$ cat config.mk
export PLATFORM = sky130hd
export DESIGN_NAME = whack_game_ctrl
export DESIGN_NICKNAME = d
export VERILOG_FILES = /design/src/rtl/whack_game_ctrl.sv
export SDC_FILE = /design/constraint.sdc
export NUM_CORES = 1
export LEC_CHECK = 0
export BUFFER_PORTS_ARGS = -buffer_cell sky130_fd_sc_hd__buf_2
export CAP_MARGIN = 25
export CORE_AREA = 5 5 70 59
export DETAILED_ROUTE_END_ITERATION = 10
export DIE_AREA = 0 0 75 64
export PLACE_DENSITY = 0.87
export SYNTH_ARGS = -nofsm -noshare
export SYNTH_HDL_FRONTEND = slang
export SYNTH_SLANG_ARGS = --single-unit
$ cat constraint.sdc
create_clock -name clk_game -period 9.35 [get_ports clk_game]
set_clock_uncertainty 0.15 [all_clocks]
set_input_delay 1.87 -clock clk_game [delete_from_list [all_inputs] [get_ports clk_game]]
set_output_delay 1.87 -clock clk_game [all_outputs]
set_load 0.01 [all_outputs]
$ cat src/rtl/whack_game_ctrl.sv
// Whack-a-mole game sequencer: countdown, play/pause, lives,
// saturating score, level escalation and high-score tracking.
module whack_game_ctrl #(
    parameter int START_DELAY_TICKS = 3,
    parameter int LIVES_INIT        = 3,
    parameter int LVL_MED_SCORE     = 10,
    parameter int LVL_HARD_SCORE    = 20
) (
    input  logic       clk_game,
    input  logic       rst_n,
    input  logic       start_pulse,
    input  logic       pause_pulse,
    input  logic [1:0] level_sel,
    input  logic       hit_pulse,
    input  logic       timeout_pulse,
    output logic       mole_enable,
    output logic [1:0] level,
    output logic [7:0] score,
    output logic [1:0] lives,
    output logic [7:0] high_score,
    output logic       game_over,
    output logic [2:0] state
);

    typedef enum logic [2:0] {
        S_IDLE      = 3'd0,
        S_COUNTDOWN = 3'd1,
        S_PLAY      = 3'd2,
        S_PAUSED    = 3'd3,
        S_OVER      = 3'd4
    } state_e;

    localparam int CW =
        (START_DELAY_TICKS < 2) ? 1 : $clog2(START_DELAY_TICKS + 1);
    localparam logic [CW-1:0] CNT_LOAD = CW'(START_DELAY_TICKS);
    localparam logic [CW-1:0] CNT_ONE  = CW'(1);
    localparam logic [7:0]    MED_TH   = 8'(LVL_MED_SCORE);
    localparam logic [7:0]    HARD_TH  = 8'(LVL_HARD_SCORE);
    localparam logic [1:0]    LIV_LOAD = 2'(LIVES_INIT);

    state_e        state_q, state_d;
    logic [CW-1:0] cnt_q, cnt_d;
    logic [7:0]    score_q, score_d;
    logic [7:0]    high_q, high_d;
    logic [1:0]    lives_q, lives_d;
    logic [1:0]    base_q, base_d;
    logic [1:0]    level_q, level_d;
    logic          mole_q, mole_d;
    logic          over_q, over_d;
    logic          start_game;
    logic          fatal_to;
    logic [1:0]    sel_base;
    logic [1:0]    score_lvl;

    assign start_game = start_pulse &&
                        (state_q == S_IDLE || state_q == S_OVER);
    // A hit in the same cycle swallows the timeout, so it cannot be fatal.
    assign fatal_to   = timeout_pulse && !hit_pulse && (lives_q == 2'd1);
    assign sel_base   = (level_sel == 2'd3) ? 2'd2 : level_sel;

    always_ff @(posedge clk_game or negedge rst_n) begin
        if (!rst_n) begin
            state_q <= S_IDLE;
        end else begin
            state_q <= state_d;
        end
    end

    always_comb begin
        state_d = state_q;
        case (state_q)
            S_IDLE: begin
                if (start_pulse) state_d = S_COUNTDOWN;
            end
            S_COUNTDOWN: begin
                if (cnt_q == CNT_ONE) state_d = S_PLAY;
            end
            S_PLAY: begin
                if (start_pulse || fatal_to) state_d = S_OVER;
                else if (pause_pulse)        state_d = S_PAUSED;
            end
            S_PAUSED: begin
                if (start_pulse)      state_d = S_OVER;
                else if (pause_pulse) state_d = S_PLAY;
            end
            S_OVER: begin
                if (start_pulse) state_d = S_COUNTDOWN;
            end
            default: state_d = S_IDLE;
        endcase
    end

    always_comb begin
        cnt_d   = cnt_q;
        score_d = score_q;
        lives_d = lives_q;
        base_d  = base_q;
        level_d = level_q;
        high_d  = high_q;
        if (start_game) begin
            cnt_d   = CNT_LOAD;
            score_d = 8'd0;
            lives_d = LIV_LOAD;
            base_d  = sel_base;
            level_d = sel_base;
        end else if (state_q == S_COUNTDOWN) begin
            if (cnt_q != CNT_ONE) cnt_d = cnt_q - CNT_ONE;
        end else if (state_q == S_PLAY) begin
            if (hit_pulse) begin
                if (score_q != 8'hff) score_d = score_q + 8'd1;
            end else if (timeout_pulse) begin
                lives_d = lives_q - 2'd1;
            end
        end
        score_lvl = (score_d >= HARD_TH) ? 2'd2 :
                    (score_d >= MED_TH)  ? 2'd1 : 2'd0;
        if (state_q == S_PLAY && hit_pulse) begin
            level_d = (score_lvl > base_q) ? score_lvl : base_q;
        end
        if (state_d == S_OVER && state_q != S_OVER) begin
            high_d = (score_d > high_q) ? score_d : high_q;
        end
        mole_d = (state_d == S_PLAY);
        over_d = (state_d == S_OVER);
    end

    always_ff @(posedge clk_game or negedge rst_n) begin
        if (!rst_n) begin
            cnt_q   <= '0;
            score_q <= 8'd0;
            lives_q <= 2'd0;
            base_q  <= 2'd0;
            level_q <= 2'd0;
            high_q  <= 8'd0;
            mole_q  <= 1'b0;
            over_q  <= 1'b0;
        end else begin
            cnt_q   <= cnt_d;
            score_q <= score_d;
            lives_q <= lives_d;
            base_q  <= base_d;
            level_q <= level_d;
            high_q  <= high_d;
            mole_q  <= mole_d;
            over_q  <= over_d;
        end
    end

    assign mole_enable = mole_q;
    assign level       = level_q;
    assign score       = score_q;
    assign lives       = lives_q;
    assign high_score  = high_q;
    assign game_over   = over_q;
    assign state       = state_q;

endmodule

# Word level (Yosys, flattened, before mapping)
# Cells that the tools add are included.
# classes
n_addsub,3
n_div,0
n_shift,0
n_eq_ne,14
n_mul,0
bitwise,0
reduce_logical,18
muxes,26
n_lt_le_gt_ge,4
# ops
operator,n
8-bit 2-to-1 mux,5
2-bit 2-to-1 mux,13
3-bit 2-to-1 mux,6
3-bit case mux with 4 select lines,1
2-bit nonzero test,5
"3-bit by 2-bit == test with 1-bit output, second input constant",3
"8-bit by 1-bit adder with 8-bit output, second input constant",1
"8-bit by 4-bit greater-or-equal comparator with 1-bit output, second input constant",1
"8-bit by 5-bit greater-or-equal comparator with 1-bit output, second input constant",1
8-bit > comparator,1
"8-bit != test, second input constant",1
"3-bit == test, second input constant",2
1-bit logical AND,5
"2-bit by 1-bit == test with 1-bit output, second input constant",2
"2-bit by 1-bit != test with 1-bit output, second input constant",2
2-bit AND reduction,2
4-bit AND reduction,1
"2-bit by 1-bit subtractor with 2-bit output, second input constant",2
"3-bit by 1-bit == test with 1-bit output, second input constant",1
3-bit zero test,1
"3-bit != test, second input constant",1
"2-bit == test, second input constant",1
2-bit > comparator,1
1-bit logical OR,2
4 further kinds,4
# totals
mem_bits_rw,0
inputBits,8
out_inout_bits,25
rom_bits,0
register_bits,29
memories,0
latch_bits,0
word_cells,74

# Logic depth before layout (Yosys ltp)
# Gate-level depths: netlist of the first run.
# depth
depth_word,12
depth_mapped,14
depth_no_buf,13

# Least setup slack after synthesis of the first run
# OpenSTA, ideal clock, no wires.
# synth_timing
kind,input-to-reg
startpoint,input hit_pulse
endpoint,"register high_q[0], in the netlist high_score[0]"
setup_slack_ns,4.952
path_stages,13
required_time_ns,9.075
setup_ns,0.125
n_path_buf,2
arrival_ns,4.123
cell_sequence,and4bb_4 buf_6 nand4_2 mux2i_1 nor2_1 ha_1 a21o_1 a21o_1 a21oi_1 o21ai_0 and3_1 buf_2 mux2_2
# synth_via
elab_cells_between_ends,14
classes_between,order compare (1); eq/ne (1); mux (6); reduce/logical (6)
# synth_rtl
element,line_no,source
from (decl),14,"input logic hit_pulse,"
8-bit 2-to-1 mux,109,if (hit_pulse) begin
8-bit 2-to-1 mux,108,end else if (state_q == S_PLAY) begin
8-bit 2-to-1 mux,106,end else if (state_q == S_COUNTDOWN) begin
8-bit 2-to-1 mux,100,if (start_game) begin
via score_d[5],43,"logic [7:0] score_q, score_d;"
8-bit > comparator,121,high_d = (score_d > high_q) ? score_d : high_q;
2-bit AND reduction (no source line),--,
to (signal assigned),143,high_q <= high_d;
to (decl),44,"logic [7:0] high_q, high_d;"
# The timed path passes the listed nets, and every way through them passes these cells.
# A chain may end at the register's enable or synchronous reset.

# Worst setup path after layout of the first run
# layout_timing
startpoint,input hit_pulse
endpoint,"register high_q[1], in the netlist high_score[1]"
# The elaborated chain is that of the path after synthesis.

==> results by group, run 1 <==
Setup path
  • Setup CP Type: in2reg
  • Worst Setup End Kind: register
  • WP depth: 12
  • CP delay by family, top: simple AND/OR/NAND/NOR gates
  • Worst Path Required: 9.36 ns
  • Crit-path slowest cell: and4bb_4
  • Buf/Inv on CP: 1
  • WP data arrival: approximately 4.4 ns
  • Peak fanout along the critical path: 13
  • Crit-path cells: buf_2 > and4bb_4 > nand4_2 > mux2i_1 > nor2_1 > ha_1 > a21o_1 > a21o_1 > a21oi_1 > o21ai_0 > and3_1 > mux2_2
  • Slowest stage delay, CP: approximately 0.35 ns
  • Most Frequent Cell on Critical Path: a21o_1
  • CP Launch Type: input pin
  • R2R cell count: 12

Route
  • Via count: approximately 1500
  • Antenna viol nets, final: 0
  • Via density: 5.69
  • DRT Pass-1 Iters: 4
  • DRT iter0 DRCs: 74
  • Final WL: 3770 um
  • # DRC: 0
  • WL per Instance: 14.7 um

Worst hold path
  • Worst hold-check path type: reg2reg
  • Hold depth: 2

Timing
  • Final Cycle Share: between 40% and 50%
  • Final setup viols: 0
  • Setup TNS: 0 ns
  • Max Freq: around 230 MHz
  • Headroom to the max-slew limit: between 50% and 60%
  • Final Critical Period: between 4 and 5 ns
  • Slew Limit Fails: 0
  • RSZ-0062 raised after global routing: no
  • Worst-Margin Slew: between 0.6 and 0.7 ns
  • Final hold violation count: 0

Placement
  • IO Port Bufs: 32
  • Post-DP Area: ~0.0019 mm^2
  • RePlAce Congestion: slightly above 0.8
  • Hpwl dp: between 2000 and 3000 um

Die
  • Core box area: around 0.0034 mm^2
  • Die Area: 0.00480 mm^2
  • Row count: 19
  • I/O pin cnt: 33
  • Chip width: 75 um
  • Die height: 64 um
  • Starting density of the core: between 50% and 60%

Synthesis
  • Async set-reset flop share out of synthesis: between 90% and 100%
  • Post-synthesis sequential area ratio: between 40% and 50%
  • Commonest cells post-synth: dfrtp_1 (29), nand2_1 (17), inv_1 (16)
  • Leading cell type by number of instances after synthesis: dfrtp_1
  • Mux cell area share after synthesis: a little over 7%
  • Top cells by area, synth: dfrtp_1 (41%), ha_1 (9.9%), mux2_2 (3.8%), nand2_1 (3.6%), mux2i_1 (3.4%)
  • Compound-Gate Fraction of Synth Area: a little over an eighth
  • Syn avg cell area: between 9 and 10 um^2
  • Top FF cell, synth: dfrtp_1
  • Mapped cell area: 0.00177 mm^2
  • Largest family of logic cells by synthesized area: simple AND/OR/NAND/NOR gates
  • Simple-Gate Fraction of Synth Area: 20.7%
  • Top-area cell type share of the netlist area: 41.0%
  • Synth cell types: between 40 and 50
  • Ys Warns: 0
  • Synth Net Count: approximately 200
  • XOR/XNOR Fraction of Synth Area: between 1.5 and 2%
  • Post-synthesis register bit count: 29
  • Cell taking the most area after synthesis: dfrtp_1
  • Cells after Synth: 181
  • EDFF count, synth: 0
  • Adder-cell share of the synthesized area: under 10%

Global route
  • First-pass GRT wire length: between 6000 and 7000 um
  • GRT Resource Usage Total: between 10% and 20%
  • Grt ovf: 0
  • Vias in the first global route: approximately 1400
  • Initial antenna violation count: 0
  • Largest net degree at the start of global routing: 30

Power and ir drop
  • Comb pwr share: between 30 and 40%
  • P_sw: between 0.1 and 0.15 mW
  • Register share of total power: a little over two fifths
  • Clock power share: 24.8%
  • Power per cell area: between 150 and 200 mW/mm^2
  • Sw Share: between 30% and 40%
  • Internal: around 0.26 mW
  • Max VDD drop: about 0.14 mV
  • Pleak: about 1.0 nW

Clock tree
  • H-tree levels: 2
  • # hold bufs at CTS: 0
  • TritonCTS clock tree: built
  • Clock Latency Late Sink: approximately 0.28 ns
  • Clock transition at path regs: approximately 0.060 ns
  • CTS Sinks: 29
  • Setup repair bufs after CTS: 0
  • Number of CTS-inserted buffers: 5
  • Post-CTS sizing: 0
  • Clk root buf: clkbuf_8
  • Clock tree buffer depth: 2

Job
  • Max_cap viols: 0

Cells and area
  • Inserted Diodes: 0
  • # nets final: 235
  • Share of cells above drive strength 1: between 20% and 30%
  • Area growth syn-to-layout: 13.9%
  • Design Area, Final: 0.00202 mm^2

Outcome
  • Status: complete, no violations
-- cells by family (layout without fill, tap and decap cells) --
kind of cell | after synthesis | after routing
simple gates | 65 | 65
mux | 12 | 12
fa+ha+maj | 14 | 14
compound gates | 33 | 33
flops | 29 | 29
xor+xnor | 4 | 4
buf+inv | 24 | 57
-- cell usage in the layout (no fill, tap or decap), types with 4 or more instances in the layout --
cell type	count
buf_2	32
o21ai_0	6
nor2_1	12
nor4_1	4
nand4_1	5
and3_1	4
nor3_1	4
inv_1	16
mux2i_1	6
mux2_2	6
a21oi_1	8
ha_1	14
dfrtp_1	29
nand2_1	17
clkbuf_8	5
-- state kept, by name, summed over array words and instances (netlist names) --
register     cells
base_q           2
high_score       8
level            2
mole_enable      1
score            8
lives            2
cnt_q            2
state            3
game_over        1
-- power by group through the flow --
stage                     combinational, mW  clock (mW)  sequential (mW)
after detailed placement              0.128           0            0.174
final                                 0.127      0.0984            0.171
after CTS                             0.129       0.103            0.172
after global routing                  0.148       0.108            0.175
after floorplan                      0.0889           0            0.175
after global placement                0.124           0            0.173
-- final timing paths --
kind | startpoint | to | slack (ns)
max | hit_pulse | high_score[1] | 4.94
min in group asynchronous | rst_n | lives[0] | 1.46
min | base_q[0] | base_q[0] | 0.38
min reg2reg | base_q[0] | base_q[0] | 0.38
max reg2reg | score[1] | high_score[1] | 5.94
max in group asynchronous | rst_n | high_score[3] | 7.17
-- worst register-to-register path: cells and delay by family (launching register included) --
kind / cells / cell delay [ns]
AOI/OAI and AO/OA: 3 / 0.67
adders and majority gates: 2 / 0.63
DFF: 1 / 0.41
muxes: 2 / 0.61
and+or+nand+nor: 5 / 0.84
-- metal layers --
layer  routed length, um  vias up  track usage, %
met5                   0        -               0
met4                  70        0            7.78
met3                 289        6            7.21
met2                1660       40            25.8
met1                1750      691            22.3
li1                    -      719               -
-- per-stage QoR --
stage	utilization [%]	std cells	setup WS [ns]	total power, mW	hold WS (ns)
3_3_place_gp	57.8	248	4.69	0.296	0.356
4_1_cts	60.2	256	4.95	0.403	0.379
2_1_floorplan	-	181	4.95	0.264	0.325
6_report	60.2	256	4.94	0.397	0.378
5_1_grt	60.2	256	4.76	0.431	0.392
3_5_place_dp	57.8	248	4.64	0.302	0.363
-- cell type report --
cell class                 count  area [um^2]
fill                         284         1330
multi-input combinational    128          936
sequential                    29          726
timing repair buffer          32          160
clock buffer                   8         80.1
inverter                      17         63.8
tap                           42         52.6
(Power assumes the default switching activity.)
==> run 2: changes to the inputs <==
Clock period 9.35 ns to 4.25 ns, I/O delays scaled along.
==> run 2 against run 1 <==
Against the previous run:
- final cell count grew 0.39%
- global-route usage shrank 0.38 points
- core utilization grew 1.3 points
- non-clock buffer count grew 1
- wire length grew 2.1%
- power grew 140%
- clock power grew to 3.0 times the previous value
- setup slack lost 4.1 ns
- critical endpoint is now high_score[5]
- largest cell class unchanged
- highest routed layer unchanged
==> results by group, run 2 (same netlist as run 1, synthesis figures left out) <==
Setup path
  • Crit-path cells: ha_1 > nand4_1 > o21ai_0 > mux2i_1 > nor2_1 > ha_1 > nand3_1 > o22ai_1 > nor2_1 > o21ai_0 > and3_1 > mux2_2
  • CP Launch Type: register
  • Worst Setup End Kind: register
  • Worst Path Required: 4.27 ns (-5.09 ns)
  • WP data arrival: 3.47 ns (-0.96 ns)
  • Crit-path slowest cell: dfrtp_1
  • Slowest stage delay, CP: 0.43 ns (+0.08 ns)
  • Setup CP Type: reg2reg
  • Peak fanout along the critical path: 8 (-5)

Cells and area
  • Leading cell type in the layout, fill and taps excluded: buf_2
  • # nets final: 236 (+0.43%)
  • Share of cells above drive strength 1: 26.0% (+1.3 points)
  • Inserted Diodes: 0 (unchanged)
  • Most frequent cells in the layout: buf_2 (32), dfrtp_1 (29), nand2_1 (17), inv_1 (16), ha_1 (14)
  • Area growth syn-to-layout: 16.4%
  • Design Area, Final: 0.00206 mm^2 (+2.2%)

Placement
  • IO Port Bufs: 32 (unchanged)
  • DP Worst Slack: 0.540 ns (-4.10 ns)
  • Hpwl dp: 2880 um (+2.2%)
  • RePlAce Congestion: 0.832 (+1.0%)
  • Post-DP Area: 0.00195 mm^2 (+0.39%)

Timing
  • Max Freq: around 290 MHz
  • Fin worst setup slack: 0.797 ns (-4.14 ns)
  • Worst-Margin Slew: 0.640 ns (+0.000883 ns)
  • Worst hold slack: 0.382 ns (+0.00332 ns)
  • Final Cycle Share: between 80% and 90%
  • Headroom to the max-slew limit: 57.3% (-0.059 points)
  • Final hold violation count: 0 (unchanged)
  • Setup TNS: 0 ns (unchanged)
  • Slew Limit Fails: 0 (unchanged)
  • Final setup viols: 0 (unchanged)
  • Final Critical Period: around 3.5 ns
  • RSZ-0062 raised after global routing: no

Die
  • Starting density of the core: 52.9% (unchanged)
  • Chip width: 75 um (unchanged)
  • Core box area: 0.00335 mm^2 (unchanged)
  • Row count: 19 (unchanged)
  • Die Area: 0.00480 mm^2 (unchanged)
  • Die height: 64 um (unchanged)
  • I/O pin cnt: 33 (unchanged)

Power and ir drop
  • Pwr Total: 0.953 mW (+140%)
  • Max VDD drop: 0.299 mV (+110%)
  • Power per cell area: 462 mW/mm^2 (+130%)
  • Pleak: 1.06 nW (+2.4%)

Route
  • Antenna viol nets, final: 0 (unchanged)
  • Via count: 1442 (-0.96%)
  • # DRC: 0 (unchanged)
  • DRT Pass-1 Iters: 4 (unchanged)
  • M1 WL: 1840 um (+5.5%)
  • DRT iter0 DRCs: 81 (+9.5%)
  • Final WL: 3850 um (+2.1%)
  • WL per Instance: 15.0 um (+1.7%)
  • Max layer used: met4
  • Via density: 5.61 (-1.3%)
  • Met3 WL: 239 um (-17%)
  • WL met2: 1720 um (+3.6%)

Clock tree
  • Post-CTS sizing: 0 (unchanged)
  • Clock Latency Late Sink: 0.28 ns (about the same)
  • Clk root buf: clkbuf_8
  • # hold bufs at CTS: 0 (unchanged)
  • H-tree levels: 2 (unchanged)
  • Clock tree buffer depth: 2 (unchanged)
  • Number of CTS-inserted buffers: 5 (unchanged)
  • Clock transition at path regs: 0.06 ns (about the same)
  • Setup repair bufs after CTS: 0 (unchanged)
  • TritonCTS clock tree: built
  • CTS Sinks: 29 (unchanged)

Global route
  • Initial antenna violation count: 0 (unchanged)
  • Vias in the first global route: 1411 (-0.49%)
  • Grt ovf: 0 (unchanged)
  • First-pass GRT wire length: 6380 um (+1.6%)
  • GRT Resource Usage Total: 17.1% (-0.38 points)
  • Largest net degree at the start of global routing: 30 (unchanged)

Worst hold path
  • Worst hold-check path type: reg2reg

Job
  • Max_cap viols: 0 (unchanged)

Outcome
  • Status: complete, no violations
## run 2: path summary, 6_finish.rpt
check | from | end | slack, ns | cells after the start
min reg2reg | lives[1] | lives[1] | 0.38 | 2
max reg2reg | score[1] | high_score[5] | 0.80 | 12
min in group asynchronous | rst_n | game_over | 0.44 | 1
max | score[1] | high_score[5] | 0.80 | 12
min | lives[1] | lives[1] | 0.38 | 2
max in group asynchronous | rst_n | level[0] | 3.10 | 1
## run 2: per-layer routing
metal	up-vias	GRT usage, %
met1	686	24.1
met2	39	25.2
met5	-	0
met3	5	5.02
li1	712	-
met4	0	5.11
## run 2: metrics by stage
stage	utilization, %	std cells
final	61.5	257
after CTS	61.5	257
after global placement	58.0	249
after floorplan	-	181
after detailed placement	58.0	249
after global routing	61.5	257
## run 2: final cells by class
type | count | area (um^2)
clock buffers | 7 | 86.3
inverters | 17 | 63.8
flip-flops and latches | 29 | 726
multi-input cells | 128 | 936
repair buffers | 33 | 168
clock inverters | 1 | 30.0
fillers | 284 | 1290
well taps | 42 | 52.6
## run 2: worst max-delay path, delay by kind of cell (launching register included)
family / cells / cell delay (ns)
muxes: 2 / 0.61
DFF: 1 / 0.43
AOI/OAI and AO/OA: 3 / 0.65
adders and majority gates: 2 / 0.62
and+or+nand+nor: 5 / 0.86
## run 2: where the power goes
group,switching [mW],internal (mW),total [mW],leakage (nW)
combinational,0.160,0.121,0.281,0.628
clock,0.104,0.191,0.295,0.0585
sequential,0.0494,0.328,0.378,0.369
total,0.313,0.640,0.953,1.06
